`src/rtl/bcd_display_pkg.sv`:
```
// Shared constants and types for the multiplexed BCD 7-segment scanner.
// Segment patterns are active-low with bit 0 = segment a ... bit 6 = segment g.
package bcd_display_pkg;

  localparam int NUM_DIGITS = 9;
  localparam int IDX_W      = 4;

  typedef logic [3:0]       bcd_t;
  typedef logic [6:0]       seg_t;
  typedef logic [IDX_W-1:0] idx_t;

  localparam seg_t SEG_0    = 7'b1000000;
  localparam seg_t SEG_1    = 7'b1111001;
  localparam seg_t SEG_2    = 7'b0100100;
  localparam seg_t SEG_3    = 7'b0110000;
  localparam seg_t SEG_4    = 7'b0011001;
  localparam seg_t SEG_5    = 7'b0010010;
  localparam seg_t SEG_6    = 7'b0000010;
  localparam seg_t SEG_7    = 7'b1111000;
  localparam seg_t SEG_8    = 7'b0000000;
  localparam seg_t SEG_9    = 7'b0010000;
  localparam seg_t SEG_DASH = 7'b0111111;
  localparam seg_t SEG_OFF  = 7'b1111111;

endpackage

```
`src/rtl/bcd_to_seg7.sv`:
```
// Combinational BCD to active-low 7-segment decoder; non-decimal codes show '-'.
module bcd_to_seg7
  import bcd_display_pkg::*;
(
  input  bcd_t bcd,
  output seg_t seg_n
);

  // Map one BCD code to its segment pattern.
  always_comb begin
    case (bcd)
      4'd0:    seg_n = SEG_0;
      4'd1:    seg_n = SEG_1;
      4'd2:    seg_n = SEG_2;
      4'd3:    seg_n = SEG_3;
      4'd4:    seg_n = SEG_4;
      4'd5:    seg_n = SEG_5;
      4'd6:    seg_n = SEG_6;
      4'd7:    seg_n = SEG_7;
      4'd8:    seg_n = SEG_8;
      4'd9:    seg_n = SEG_9;
      default: seg_n = SEG_DASH;
    endcase
  end

endmodule

```
`src/rtl/bcd_display_scanner.sv`:
```
// Nine-digit multiplexed common-anode display driver. Digits are snapshotted
// only at the frame wrap so a frame never mixes old and new values; each slot
// opens with an all-anodes-off interval to suppress ghosting.
module bcd_display_scanner
  import bcd_display_pkg::*;
#(
  parameter int unsigned SCAN_DIV     = 50000,
  parameter int unsigned BLANK_CYCLES = 500
) (
  input  logic                  Clk,
  input  logic                  Reset,
  input  logic                  load,
  input  logic                  blank_zero,
  input  logic [3:0]            BCD0,
  input  logic [3:0]            BCD1,
  input  logic [3:0]            BCD2,
  input  logic [3:0]            BCD3,
  input  logic [3:0]            BCD4,
  input  logic [3:0]            BCD5,
  input  logic [3:0]            BCD6,
  input  logic [3:0]            BCD7,
  input  logic [3:0]            BCD8,
  output logic [NUM_DIGITS-1:0] an_n,
  output logic [6:0]            seg_n,
  output logic                  frame_start
);

  localparam int unsigned           CNT_W     = $clog2(SCAN_DIV);
  localparam logic [CNT_W-1:0]      CNT_LAST  = CNT_W'(SCAN_DIV - 1);
  localparam logic [CNT_W-1:0]      CNT_BLANK = CNT_W'(BLANK_CYCLES);
  localparam idx_t                  IDX_LAST  = IDX_W'(NUM_DIGITS - 1);
  localparam logic [NUM_DIGITS-1:0] AN_ONE    = NUM_DIGITS'(1);
  localparam logic [NUM_DIGITS-1:0] MASK_RST  = {{(NUM_DIGITS-1){1'b1}}, 1'b0};

  logic [CNT_W-1:0]      cnt_q, cnt_d;
  idx_t                  idx_q, idx_d;
  logic                  pending_q, pending_d;
  bcd_t                  snap_q [NUM_DIGITS];
  bcd_t                  snap_d [NUM_DIGITS];
  logic [NUM_DIGITS-1:0] mask_q, mask_d;
  logic [NUM_DIGITS-1:0] an_n_q, an_n_d;
  seg_t                  seg_n_q, seg_n_d;
  logic                  frame_start_q, frame_start_d;

  bcd_t                  bcd_in [NUM_DIGITS];
  logic [NUM_DIGITS-1:0] mask_new;
  logic                  all_zero;
  logic                  tick;
  logic                  wrap;
  logic                  capture;
  seg_t                  seg_dec;

  assign bcd_in[0] = BCD0;
  assign bcd_in[1] = BCD1;
  assign bcd_in[2] = BCD2;
  assign bcd_in[3] = BCD3;
  assign bcd_in[4] = BCD4;
  assign bcd_in[5] = BCD5;
  assign bcd_in[6] = BCD6;
  assign bcd_in[7] = BCD7;
  assign bcd_in[8] = BCD8;

  // Single shared decoder, fed by the digit currently being scanned.
  bcd_to_seg7 u_dec (
    .bcd   (snap_q[idx_q]),
    .seg_n (seg_dec)
  );

  // Leading-zero mask from the live inputs: digit i blanks when it and every
  // more significant digit are zero; digit 0 always stays lit.
  always_comb begin
    // NOTE: every variable assigned in a combinational block gets a value on
    // every path first, otherwise synthesis infers a latch to hold it.
    mask_new = '0;
    all_zero = 1'b1;
    for (int i = NUM_DIGITS - 1; i >= 0; i--) begin
      all_zero    = all_zero & (bcd_in[i] == 4'd0);
      mask_new[i] = (i != 0) && blank_zero && all_zero;
    end
  end

  // Next-state logic: prescaler, slot index, snapshot request and outputs.
  always_comb begin
    tick    = (cnt_q == CNT_LAST);
    wrap    = tick && (idx_q == IDX_LAST);
    capture = wrap && (pending_q || load);

    cnt_d   = tick ? '0 : cnt_q + 1'b1;
    idx_d   = idx_q;
    if (tick) idx_d = (idx_q == IDX_LAST) ? '0 : idx_q + 1'b1;

    // A load on the capture cycle is served by that capture itself.
    pending_d = capture ? 1'b0 : (pending_q || load);

    snap_d = snap_q;
    mask_d = mask_q;
    if (capture) begin
      snap_d = bcd_in;
      mask_d = mask_new;
    end

    an_n_d  = '1;
    seg_n_d = SEG_OFF;
    if (cnt_q >= CNT_BLANK) begin
      an_n_d  = ~(AN_ONE << idx_q);
      seg_n_d = mask_q[idx_q] ? SEG_OFF : seg_dec;
    end

    frame_start_d = wrap;
  end

  // State and output registers with asynchronous reset.
  always_ff @(posedge Clk or posedge Reset) begin
    if (Reset) begin
      cnt_q         <= '0;
      idx_q         <= '0;
      pending_q     <= 1'b0;
      // NOTE: the snapshot is reset because its contents are visible on the
      // display straight out of reset, not merely internal scratch storage.
      for (int i = 0; i < NUM_DIGITS; i++) snap_q[i] <= '0;
      mask_q        <= MASK_RST;
      an_n_q        <= '1;
      seg_n_q       <= SEG_OFF;
      frame_start_q <= 1'b0;
    end else begin
      // NOTE: non-blocking assignments make every flop sample pre-edge values,
      // so ordering of statements here cannot change behaviour.
      cnt_q         <= cnt_d;
      idx_q         <= idx_d;
      pending_q     <= pending_d;
      snap_q        <= snap_d;
      mask_q        <= mask_d;
      an_n_q        <= an_n_d;
      seg_n_q       <= seg_n_d;
      frame_start_q <= frame_start_d;
    end
  end

  assign an_n        = an_n_q;
  assign seg_n       = seg_n_q;
  assign frame_start = frame_start_q;

endmodule

```
`config.mk`:
```
export PLATFORM = sky130hd
export DESIGN_NAME = bcd_display_scanner
export DESIGN_NICKNAME = d
export VERILOG_FILES = /design/src/rtl/bcd_display_pkg.sv /design/src/rtl/bcd_to_seg7.sv /design/src/rtl/bcd_display_scanner.sv
export SDC_FILE = /design/constraint.sdc
export NUM_CORES = 1
export LEC_CHECK = 0
export CAP_MARGIN = 10
export CORE_MARGIN = 10
export CORE_UTILIZATION = 54
export CTS_CLUSTER_SIZE = 10
export DETAILED_ROUTE_END_ITERATION = 10
export PLACE_DENSITY = 0.79
export SLEW_MARGIN = 20
export SYNTH_ARGS = -nofsm -noshare
export SYNTH_HDL_FRONTEND = slang
export SYNTH_SLANG_ARGS = --single-unit
```
`constraint.sdc`:
```
create_clock -name Clk -period 3.6 [get_ports Clk]
set_clock_uncertainty 0.15 [all_clocks]
set_input_delay 0.54 -clock Clk [delete_from_list [all_inputs] [get_ports Clk]]
set_output_delay 0.54 -clock Clk [all_outputs]
set_load 0.05 [all_outputs]
```
==> reports/summary.md <==
Across the run, the number of max-cap violations was 0. The logs give 376 MHz for the maximum operating frequency and 2.22 nW for the leakage power figure. The routed wire length per instance was 14.9 um; the sequential share of the synthesized area was 52.4%. After technology mapping, the gate count stands at 416. The worst setup path is captured at a register. The clock drives 82 sinks. The horizontal die dimension came out at 106 um. Cell chosen for the clock root: sky130_fd_sc_hd__clkbuf_8.

STA classifies the critical path startpoint as a register. The type of the tightest min-delay check was register to register. The number of rows created at floorplan was 31. The routed layout has 3,081 vias. The first TritonRoute pass finished after 4 iterations. The number of resized instances in the post-cts repair step is 0, and the number of synthesized flops with an enable pin is 0.

The synthesized netlist occupies a cell area of 3980 um^2. The logs give 0 for the number of DRC violations after detailed routing and 0 for the number of max-slew violations in the final report. The number of buffers on the longest clock path came out at 2. TritonCTS built the clock tree. Setup repair after global routing left no endpoint under its margin. Cells with a size suffix above 1 make up 11.6% of the layout. The logs give 3,125 for the via count of the first global-routing pass and 83 for the largest net degree at the start of global routing.

Clock-pin slew was measured on the worst setup and hold paths at 0.08 ns. After detailed routing, the number of vias per cell comes to 5.36. Synthesis produced a netlist with a net count of 470. The number of port buffers is 56. After routing, the total negative slack on setup checks comes to 0 ns. The largest fanout on the critical path was 17.

Primary flip-flop cell chosen by synthesis mapping: sky130_fd_sc_hd__dfrtp_1. The logs give 0.840 for the final RePlAce weighted congestion and 0 for the count of antenna-violating nets left after detailed routing. 57 I/O pins were placed.

Total half-perimeter wirelength after legalization and detailed placement: 6.40 mm. The period utilization is 73.8%, and the height of the chip is 106 um. The region available for standard cell placement spans 7210 um^2. 0 antenna diodes ended up in the layout. The number of buffers created by CTS is 9.

The floorplan step defined a die boundary enclosing 11,200 um^2. The run gives 55.1% as the starting density of the core. The most common library cell in the layout ignoring fill and taps was sky130_fd_sc_hd__nand2_1. The flow ran to the end, and the final reports show no timing, DRC or antenna violations. The detailed router finished its first iteration with 168 violations. The number of antenna violations at the first check in global routing is 0, and the number of hold-slack violations in the final timing report is 0.

The critical path in this run is classified as register to register. The number of cells after detailed placement came out at 559. For this run, asynchronously set or reset flops after synthesis account for 100%. The H-tree generated during clock tree synthesis spans 3 levels.

The worst-skew pair later-pin latency came out at 0.36 ns. Across all hold checks on the routed design, the worst slack comes to 0.316 ns. After synthesis the netlist holds a flip-flop and latch count of 82.

The logs give 16.0% for the total track usage and 0 for the final global-route overflow total. The mean cell area of the mapped netlist works out to 9.56 um^2. The netlist uses 54 different library cells. The first global-routing pass estimated 14.7 mm of wire. In the layout the commonest cells are sky130_fd_sc_hd__nand2_1 (140), sky130_fd_sc_hd__dfrtp_1 (58), sky130_fd_sc_hd__clkdlybuf4s50_1 (56). Routed wire length: 8.59 mm. The synthesis-to-finish area growth came out at 21.6%. Setup violations remaining at the end of the flow were counted as 0.

Across the VDD grid, the largest voltage drop is 0.000200 V. The run gives 0 as the number of warning messages in the yosys log. At the pin with the least slew margin, the transition time is 0.969 ns.

The tools report the number of standard cells in the final layout excluding fillers as 575. The final critical delay including setup and external delays works out to 2.66 ns. The arrival time of data at the critical path endpoint came out at 2.80 ns. For the worst setup path, the data required time is 3.74 ns.

Hold repair after CTS inserted 0 buffers. After clock tree synthesis, the setup repair step added 0 buffers. The run gives 525 as the number of nets at the end of the flow.

In this run the power density over the cells is 357 nW/um^2. The headroom to the max-slew limit came out at 35.4%.
[per-layer routing]
metal  part of all wire, %  routed length, um  track usage [%]
met1                    46               3950             20.8
met2                    46               3970             24.4
met3                   5.8                498             4.51
met4                   1.9                165             6.87
met5                     0                  0                0
[final timing paths]
| kind | start | endpoint | slack [ns] | cells past startpoint |
|---|---|---|---|---|
| min in group asynchronous | Reset | frame_start$_DFF_PP0_ | 0.64 | 3 |
| max reg2reg | idx_q[3]$_DFFE_PP0N_ | seg_n[3]$_DFF_PP1_ | 0.94 | 7 |
| max | idx_q[3]$_DFFE_PP0N_ | seg_n[3]$_DFF_PP1_ | 0.94 | 7 |
| max in group asynchronous | Reset | snap_q[8]$_DFFE_PP0P_ | 2.04 | 3 |
| min reg2reg | mask_q[6]$_DFFE_PP1P_ | mask_q[6]$_DFFE_PP1P_ | 0.32 | 2 |
| min | mask_q[6]$_DFFE_PP1P_ | mask_q[6]$_DFFE_PP1P_ | 0.32 | 2 |
[critical path, stage by stage (launching register included)]
cell                       delay (ns)
sky130_fd_sc_hd__dfrtp_1         0.71
sky130_fd_sc_hd__nand2b_1        0.35
sky130_fd_sc_hd__o21ai_0         0.17
sky130_fd_sc_hd__o22ai_1         0.43
sky130_fd_sc_hd__ha_1            0.35
sky130_fd_sc_hd__nor3_1          0.21
sky130_fd_sc_hd__a21o_1          0.11
sky130_fd_sc_hd__a21o_1          0.11
[synth_stat cells, types with 2 or more instances]
cell	number	area, um^2
sky130_fd_sc_hd__nand2_1	140	526
sky130_fd_sc_hd__dfrtp_1	58	1450
sky130_fd_sc_hd__dfstp_2	24	631
sky130_fd_sc_hd__mux2i_1	18	180
sky130_fd_sc_hd__nor2_1	17	63.8
sky130_fd_sc_hd__o21ai_0	17	85.1
sky130_fd_sc_hd__ha_1	14	175
sky130_fd_sc_hd__inv_1	11	41.3
sky130_fd_sc_hd__nand3_1	11	55.1
sky130_fd_sc_hd__clkbuf_1	8	30.0
sky130_fd_sc_hd__buf_2	7	35.0
sky130_fd_sc_hd__nor4_1	7	43.8
sky130_fd_sc_hd__xor2_1	6	52.6
sky130_fd_sc_hd__a21oi_1	5	25.0
sky130_fd_sc_hd__xnor2_1	5	43.8
sky130_fd_sc_hd__nor2b_1	4	25.0
sky130_fd_sc_hd__nor3_1	4	20.0
sky130_fd_sc_hd__o221ai_1	4	35.0
sky130_fd_sc_hd__a21o_1	3	22.5
sky130_fd_sc_hd__and3_1	3	18.8
sky130_fd_sc_hd__buf_6	3	33.8
sky130_fd_sc_hd__nand2b_1	3	18.8
sky130_fd_sc_hd__o31ai_1	3	22.5
sky130_fd_sc_hd__or3_1	3	18.8
sky130_fd_sc_hd__a211o_1	2	17.5
sky130_fd_sc_hd__a31o_2	2	17.5
sky130_fd_sc_hd__and4_1	2	17.5
sky130_fd_sc_hd__nand3b_1	2	15.0
sky130_fd_sc_hd__nand4_1	2	12.5
sky130_fd_sc_hd__o21ai_1	2	10.0
sky130_fd_sc_hd__o22ai_1	2	12.5
sky130_fd_sc_hd__or4_1	2	15.0
[flip-flops by register name (all words and copies together), names as in the netlist]
signal / count
an_n: 9
cnt_q: 16
frame_start: 1
idx_q: 4
mask_q: 8
pending_q: 1
seg_n: 7
snap_q: 36
[cell type report]
cell class | count | area [um^2]
Inverter | 12 | 45.0
Clock buffer | 10 | 138
Tap cell | 99 | 124
Clock inverter | 6 | 87.6
Fill cell | 596 | 2380
Multi-Input combinational cell | 304 | 1750
Timing Repair Buffer | 62 | 606
Sequential cell | 82 | 2080
[report_power, final]
| part | leakage (nW) | total [mW] | internal, mW | switching (mW) |
|---|---|---|---|---|
| Combinational | 1.06 | 0.0685 | 0.0395 | 0.0290 |
| Sequential | 1.04 | 0.922 | 0.922 | 0.0000000000000000163 |
| Clock | 0.117 | 0.737 | 0.410 | 0.327 |
| Total | 2.22 | 1.73 | 1.37 | 0.356 |
[per-stage QoR]
step	setup WS (ns)	total power, mW	instance area, um^2	utilization, %
6_report	0.942	1.73	4830	67.0
5_1_grt	0.769	1.79	4830	67.0
4_1_cts	0.997	1.74	4830	67.0
3_5_place_dp	0.941	1.01	4610	63.9
3_3_place_gp	0.977	1.01	4610	63.9
2_1_floorplan	0.841	0.954	3980	-
[kinds of logic after synthesis]
kind of cell / share of synthesized area [%]
compound gates: 8.47
xor+xnor: 2.42
fa+ha+maj: 4.41
buf+inv: 3.62
flops: 52.4
mux: 5.10
simple gates: 23.6
No activity file was read; power rests on OpenSTA's default activity.
